## src/rtl/riscv_ctrl_pkg.sv

```systemverilog
// Shared encodings for the multicycle RISC-V control FSM: states, datapath
// select codes, opcodes and the decoder's result record.
package riscv_ctrl_pkg;

    typedef enum logic [3:0] {
        S_FETCH, S_DECODE, S_MEM_ADDR, S_MEM_RD, S_MEM_WR, S_EXEC_R,
        S_EXEC_I, S_WB_ALU, S_WB_MEM, S_BRANCH, S_LUI, S_TRAP
    } state_t;

    typedef enum logic [2:0] {
        CLS_MEM, CLS_R, CLS_I, CLS_BR, CLS_LUI, CLS_ILL
    } op_class_t;

    localparam logic [1:0] IMM_I  = 2'd0;
    localparam logic [1:0] IMM_S  = 2'd1;
    localparam logic [1:0] IMM_SB = 2'd2;
    localparam logic [1:0] IMM_U  = 2'd3;

    localparam logic [1:0] ALU_ADD   = 2'd0;
    localparam logic [1:0] ALU_SUB   = 2'd1;
    localparam logic [1:0] ALU_FUNCT = 2'd2;
    localparam logic [1:0] ALU_PASSB = 2'd3;

    localparam logic       SRC_A_PC   = 1'b0;
    localparam logic       SRC_A_RS1  = 1'b1;
    localparam logic [1:0] SRC_B_RS2  = 2'd0;
    localparam logic [1:0] SRC_B_IMM  = 2'd1;
    localparam logic [1:0] SRC_B_FOUR = 2'd2;

    localparam logic [6:0] OP_LOAD   = 7'b0000011;
    localparam logic [6:0] OP_STORE  = 7'b0100011;
    localparam logic [6:0] OP_RTYPE  = 7'b0110011;
    localparam logic [6:0] OP_ITYPE  = 7'b0010011;
    localparam logic [6:0] OP_BRANCH = 7'b1100011;
    localparam logic [6:0] OP_LUI    = 7'b0110111;

    typedef struct packed {
        logic [1:0] imm_sel;
        op_class_t  cls;
        logic       legal;
    } dec_t;

endpackage

```

## src/rtl/opcode_decoder.sv

```systemverilog
// Combinational opcode map to immediate format, instruction class and legality.
module opcode_decoder
    import riscv_ctrl_pkg::*;
(
    input  logic [6:0] opcode,
    output dec_t       dec
);

    always_comb begin
        dec = '{imm_sel: IMM_I, cls: CLS_ILL, legal: 1'b0};
        case (opcode)
            OP_LOAD:   dec = '{imm_sel: IMM_I,  cls: CLS_MEM, legal: 1'b1};
            OP_STORE:  dec = '{imm_sel: IMM_S,  cls: CLS_MEM, legal: 1'b1};
            OP_RTYPE:  dec = '{imm_sel: IMM_I,  cls: CLS_R,   legal: 1'b1};
            OP_ITYPE:  dec = '{imm_sel: IMM_I,  cls: CLS_I,   legal: 1'b1};
            OP_BRANCH: dec = '{imm_sel: IMM_SB, cls: CLS_BR,  legal: 1'b1};
            OP_LUI:    dec = '{imm_sel: IMM_U,  cls: CLS_LUI, legal: 1'b1};
            default:   dec = '{imm_sel: IMM_I,  cls: CLS_ILL, legal: 1'b0};
        endcase
    end

endmodule

```

## src/rtl/multicycle_controller.sv

```systemverilog
// Multicycle RISC-V control FSM: Moore strobes per state, registered imm_sel,
// retired-instruction counter and sticky illegal flag; reset blanks all outputs.
module multicycle_controller
    import riscv_ctrl_pkg::*;
#(
    parameter int CNT_WIDTH = 32
) (
    input  logic                 clk,
    input  logic                 reset,
    input  logic [6:0]           opcode,
    input  logic [2:0]           funct3,
    input  logic                 alu_zero,
    input  logic                 mem_ready,
    output logic                 mem_req,
    output logic                 mem_we,
    output logic                 ir_write,
    output logic                 pc_write,
    output logic                 reg_write,
    output logic [1:0]           imm_sel,
    output logic [1:0]           alu_op,
    output logic                 alu_src_a,
    output logic [1:0]           alu_src_b,
    output logic                 wb_sel,
    output logic                 branch_taken,
    output logic                 retire,
    output logic [CNT_WIDTH-1:0] retire_count,
    output logic                 illegal
);

    state_t               state_q, state_d;
    dec_t                 dec;
    logic [1:0]           imm_sel_q;
    logic [CNT_WIDTH-1:0] count_q;
    logic                 illegal_q;

    opcode_decoder u_dec (
        .opcode (opcode),
        .dec    (dec)
    );

    always_ff @(posedge clk) begin
        if (reset) begin
            state_q   <= S_FETCH;
            imm_sel_q <= IMM_I;
            count_q   <= '0;
            illegal_q <= 1'b0;
        end else begin
            state_q <= state_d;
            if (state_q == S_DECODE) begin
                imm_sel_q <= dec.imm_sel;
                if (!dec.legal) illegal_q <= 1'b1;
            end
            if (retire) count_q <= count_q + 1'b1;
        end
    end

    always_comb begin
        state_d      = state_q;
        mem_req      = 1'b0;
        mem_we       = 1'b0;
        ir_write     = 1'b0;
        pc_write     = 1'b0;
        reg_write    = 1'b0;
        alu_op       = ALU_ADD;
        alu_src_a    = SRC_A_PC;
        alu_src_b    = SRC_B_RS2;
        wb_sel       = 1'b0;
        branch_taken = 1'b0;
        retire       = 1'b0;
        case (state_q)
            S_FETCH: begin
                mem_req   = 1'b1;
                alu_src_b = SRC_B_FOUR;
                if (mem_ready) begin
                    ir_write = 1'b1;
                    pc_write = 1'b1;
                    state_d  = S_DECODE;
                end
            end
            S_DECODE: begin
                case (dec.cls)
                    CLS_MEM: state_d = S_MEM_ADDR;
                    CLS_R:   state_d = S_EXEC_R;
                    CLS_I:   state_d = S_EXEC_I;
                    CLS_BR:  state_d = S_BRANCH;
                    CLS_LUI: state_d = S_LUI;
                    default: state_d = S_TRAP;
                endcase
            end
            S_MEM_ADDR: begin
                alu_src_a = SRC_A_RS1;
                alu_src_b = SRC_B_IMM;
                state_d   = (opcode == OP_LOAD) ? S_MEM_RD : S_MEM_WR;
            end
            S_MEM_RD: begin
                mem_req = 1'b1;
                if (mem_ready) state_d = S_WB_MEM;
            end
            S_MEM_WR: begin
                mem_req = 1'b1;
                mem_we  = 1'b1;
                if (mem_ready) begin
                    retire  = 1'b1;
                    state_d = S_FETCH;
                end
            end
            S_EXEC_R: begin
                alu_src_a = SRC_A_RS1;
                alu_op    = ALU_FUNCT;
                state_d   = S_WB_ALU;
            end
            S_EXEC_I: begin
                alu_src_a = SRC_A_RS1;
                alu_src_b = SRC_B_IMM;
                alu_op    = ALU_FUNCT;
                state_d   = S_WB_ALU;
            end
            S_WB_ALU, S_WB_MEM: begin
                wb_sel    = (state_q == S_WB_MEM);
                reg_write = 1'b1;
                retire    = 1'b1;
                state_d   = S_FETCH;
            end
            S_BRANCH: begin
                alu_src_a    = SRC_A_RS1;
                alu_op       = ALU_SUB;
                // Only BEQ is resolved here; other branch kinds fall through.
                branch_taken = alu_zero && (funct3 == 3'b000);
                retire       = 1'b1;
                state_d      = S_FETCH;
            end
            S_LUI: begin
                alu_op    = ALU_PASSB;
                alu_src_b = SRC_B_IMM;
                reg_write = 1'b1;
                retire    = 1'b1;
                state_d   = S_FETCH;
            end
            default: state_d = S_TRAP;
        endcase
        // Reset overrides everything, including an in-flight memory handshake.
        if (reset) begin
            mem_req      = 1'b0;
            mem_we       = 1'b0;
            ir_write     = 1'b0;
            pc_write     = 1'b0;
            reg_write    = 1'b0;
            alu_op       = ALU_ADD;
            alu_src_a    = SRC_A_PC;
            alu_src_b    = SRC_B_RS2;
            wb_sel       = 1'b0;
            branch_taken = 1'b0;
            retire       = 1'b0;
        end
    end

    assign imm_sel      = reset ? IMM_I : imm_sel_q;
    assign retire_count = reset ? '0 : count_q;
    assign illegal      = reset ? 1'b0 : illegal_q;

endmodule
```

## config.mk

```make
export PLATFORM = sky130hd
export DESIGN_NAME = multicycle_controller
export DESIGN_NICKNAME = d
export VERILOG_FILES = /design/src/rtl/riscv_ctrl_pkg.sv /design/src/rtl/opcode_decoder.sv /design/src/rtl/multicycle_controller.sv
export SDC_FILE = /design/constraint.sdc
export NUM_CORES = 1
export LEC_CHECK = 0
export CORE_MARGIN = 2
export CORE_UTILIZATION = 45
export DETAILED_ROUTE_END_ITERATION = 6
export GPL_ROUTABILITY_DRIVEN = 0
export PLACE_DENSITY = 0.82
export SKIP_LAST_GASP = 1
export SYNTH_ARGS = -nofsm -noshare
export SYNTH_HDL_FRONTEND = slang
export SYNTH_HIERARCHICAL = 1
export SYNTH_SLANG_ARGS = --single-unit
```

## constraint.sdc

```tcl
create_clock -name clk -period 1.7 [get_ports clk]
set_input_delay 0.34 -clock clk [delete_from_list [all_inputs] [get_ports clk]]
set_output_delay 0.34 -clock clk [all_outputs]
set_load 0.005 [all_outputs]
```

==> impl_table.tex <==
\begin{tabular}{lr}
\hline
Metric & Value \\
\hline
\multicolumn{2}{l}{\textbf{Routing}} \\
Vias & between 3000 and 4000 \\
Drt drc & 0 \\
Routed wire length & approximately 12 mm \\
Routed wl met3 & approximately 1.1 mm \\
Wire length on met1 & slightly below 5 mm \\
Total iterations of the first detailed-routing run & 5 \\
Topmost layer with routed signal wires & met4 \\
Vias per inst & approximately 6.3 \\
Antenna Nets Post-Route & 0 \\
Routed wire length per instance & 22.39 um \\
Number of design-rule violations left by the first detailed-router iteration & approximately 480 \\
Met2 Routed Length & 5.691 mm \\
\multicolumn{2}{l}{\textbf{Cells and area}} \\
Register Area & $\sim$800 sq um \\
Final standard cell area without fillers & 4896 sq um \\
Final-layout fill cell count & about 240 \\
Count of inserted antenna diode cells & 0 \\
Share of final-layout standard cells stronger than drive strength 1 & 48.03\% \\
Multi-input gate area & between 2000 and 2500 sq um \\
Area growth from synthesis to final layout & 86.42\% \\
Number of nets in the layout & around 500 \\
\multicolumn{2}{l}{\textbf{Timing}} \\
Endpoints failing setup & 45 \\
Tmin final & about 2100 ps \\
RSZ-0062 raised after global routing & true \\
Least setup slack across all paths after layout & -366.0 ps \\
Sum Neg Setup Slack & -9617 ps \\
Slew Limit Headroom & between 70 and 80\% \\
Achievable clock frequency & 0.4840 GHz \\
Hold Fails Final Rpt & 0 \\
Share of the clock period used by the worst path after layout & 121.5\% \\
Transition time at the pin with the least slew margin & 422.2 ps \\
Max Clock Skew & just under 8 ps \\
Hold slack & slightly below 500 ps \\
Number of max-slew violations in the final report & 0 \\
\multicolumn{2}{l}{\textbf{Critical path}} \\
Highest-delay cell along the critical path & dfxtp\_4 \\
Critical path data arrival time & 1730 ps \\
Critical path launch point type & register \\
Crit Path Max Fanout & 4 \\
Type of the worst setup path & register to output port \\
Chain of cells forming the critical path & buf\_12, nor3b\_4, o211ai\_4, buf\_4, a21oi\_4, clkbuf\_2 \\
Type of destination of the critical path & output port \\
Data required time of the critical path & about 1400 ps \\
Largest stage delay on the critical path & between 300 and 400 ps \\
\multicolumn{2}{l}{\textbf{Yosys}} \\
Distinct cell type count of the synthesized netlist & between 50 and 60 \\
Count of flip-flops with a built-in enable after synthesis & 0 \\
Top flip-flop cell by instance count after synthesis & dfxtp\_1 \\
Asr flop ratio synth & 0\% \\
Top area cells in the synthesized netlist & dfxtp\_1 30\%, xnor2\_1 9.3\%, nor2b\_1 8.1\% \\
Avg Inst Size Synth & 8.259 sq um \\
Largest area contributor in the netlist & dfxtp\_1 \\
Number of synthesized register bits & 39 \\
Number of instances in the synthesized netlist & between 300 and 400 \\
Sequential share of the synthesized area & $\sim$30\% \\
Fraction of synthesized cell area taken by the top area cell type & 29.73\% \\
Post-synth net total & between 300 and 400 \\
Yosys warns & 6 \\
Post-synthesis instance area & between 2000 and 3000 sq um \\
\multicolumn{2}{l}{\textbf{Outcome}} \\
Violated checks & setup timing \\
Outcome & complete, but fails checks \\
\multicolumn{2}{l}{\textbf{Clock tree}} \\
Number of buffers added to fix hold violations after cts & 0 \\
Clock transition at the registers of the reported paths & approximately 90 ps \\
CTS H-Tree Depth & 2 \\
Root buffer cell & clkbuf\_8 \\
CTS tree & built \\
Sink Count & 39 \\
Clk Latency, worst-skew pair & 310 ps \\
Deepest clock path buffer count & 2 \\
TritonCTS buffer count & 5 \\
\multicolumn{2}{l}{\textbf{Run}} \\
Max-cap violations & 0 \\
\multicolumn{2}{l}{\textbf{Die}} \\
Core area & $\sim$5600 sq um \\
Floorplan die height & approximately 80 um \\
\# rows & 27 \\
Chip width & around 80 um \\
Die Footprint & between 6000 and 7000 sq um \\
Effective utilization at floorplan & between 40\% and 50\% \\
IO Count & 62 \\
\multicolumn{2}{l}{\textbf{Worst hold path}} \\
Hold Path Class & input port to register \\
\multicolumn{2}{l}{\textbf{Global routing}} \\
Number of antenna violations at the first check in global routing & 0 \\
Total track usage & between 30\% and 40\% \\
Via count of the first global-routing pass & about 3100 \\
Pin count of the biggest net entering global routing & 22 \\
Residual overflow from global routing & 0 \\
Wire length of the first global-routing pass & around 16 mm \\
\multicolumn{2}{l}{\textbf{Placed design}} \\
Cell Area, Placed & around 3800 sq um \\
Post-place setup slack & -715.4 ps \\
IO buf count & 61 \\
Post-DP HPWL & 5.467 mm \\
\multicolumn{2}{l}{\textbf{Power}} \\
Leakage power & between 2 and 2.5 nW \\
Power density over cell area & a little over 900 nW/um\^{}2 \\
Power consumption & 4.582 mW \\
Maximum vdd ir drop & roughly 650 uV \\
\hline
\end{tabular}
==> cell families after synthesis <==
group,after synthesis,synth area share (%)
adders and majority gates,1,0.4763
muxes,8,3.335
buffers and inverters,33,5.764
DFF,39,29.73
AOI/OAI and AO/OA,55,19.15
and+or+nand+nor,153,31.87
xor gates and xnor gates,29,9.672
==> registers in the layout (all words and copies together), names as in the netlist <==
name	count
count_q	32
state_q	4
imm_sel_q	2
illegal_q	1
==> Yosys cell counts, types with 2 or more instances <==
cell,n
and3_1,2
buf_1,2
and4_1,5
a21oi_1,11
buf_2,3
nand3_1,12
a221oi_1,3
dfxtp_1,39
a211o_1,2
a211oi_1,8
a211oi_2,2
nand2_1,13
a2111oi_1,2
mux2_2,6
a31oi_1,2
and2_1,4
nand4b_1,2
buf_4,2
nand4_1,8
clkbuf_1,14
nor2b_1,34
inv_1,9
nor4_1,3
mux2i_1,2
o21ai_0,3
nand3b_1,5
buf_6,2
or3_1,2
nor2_1,49
or3b_1,2
nand2b_1,5
a2111oi_2,11
xnor2_1,28
==> final cells by class <==
cell class | instances | share of cell area, %
multi-input combinational | 246 | 45.80
timing repair buffer | 181 | 33.55
sequential | 39 | 16.41
tap | 72 | 1.840
clock buffer | 5 | 1.406
inverter | 9 | 0.6900
clock inverter | 3 | 0.3067
==> metrics by stage <==
stage	utilization [%]	instances
after floorplan	-	318
after detailed placement	67.79	502
after CTS	78.36	533
after global routing	87.83	555
after global placement	67.79	502
final	87.83	555
==> critical path, delay by kind of cell (launching register included) <==
family / cells / cell delay, ps
buffers and inverters: 3 / 440
AND/OR/NAND/NOR: 1 / 280
flip-flops: 1 / 380
AO/OA/AOI/OAI: 2 / 320
==> cell usage in the layout (no fill, tap or decap), types with 5 or more instances in the layout <==
master,n
buf_4,89
nor2_1,46
dfxtp_1,31
nor2b_1,27
xnor2_1,24
buf_6,24
dlygate4sd2_1,19
dlymetal6s2s_1,17
a2111oi_4,14
nand2_1,12
buf_2,12
nand3_1,11
inv_1,8
nand4_1,8
a211oi_2,7
clkdlybuf4s50_1,7
mux2_2,6
buf_12,6
nand3b_1,5
a21oi_1,5
clkbuf_8,5
dfxtp_4,5
==> routing by layer <==
layer  global-route usage [%]  up-vias
met3                    5.730       82
met5                        0        -
met2                    50.67      294
met4                    16.95        0
li1                         -     1452
met1                    38.62     1648
==> power breakdown <==
part           internal, mW  total (mW)  switching [mW]
logic                  1.46        2.81            1.35
clock network         0.282       0.657           0.375
registers              1.00        1.12           0.117
==> what timing repair did <==
| action | CTS | global route |
|---|---|---|
| gates resized for setup | 163 | 86 |
| setup endpoints to repair | 80 | 66 |
| setup buffers | 24 | 26 |
| pin swaps | 52 | 47 |
| cloned | 1 | 0 |
==> worst paths after layout <==
path,slack [ps],cells after the start,endpoint,from
setup / recovery,-370,6,retire,state_q[0]
hold / removal,480,3,state_q[3],reset
setup reg to reg,-360,9,count_q[28],state_q[0]
hold reg to reg,490,2,illegal_q,illegal_q
(Power assumes the default switching activity.)
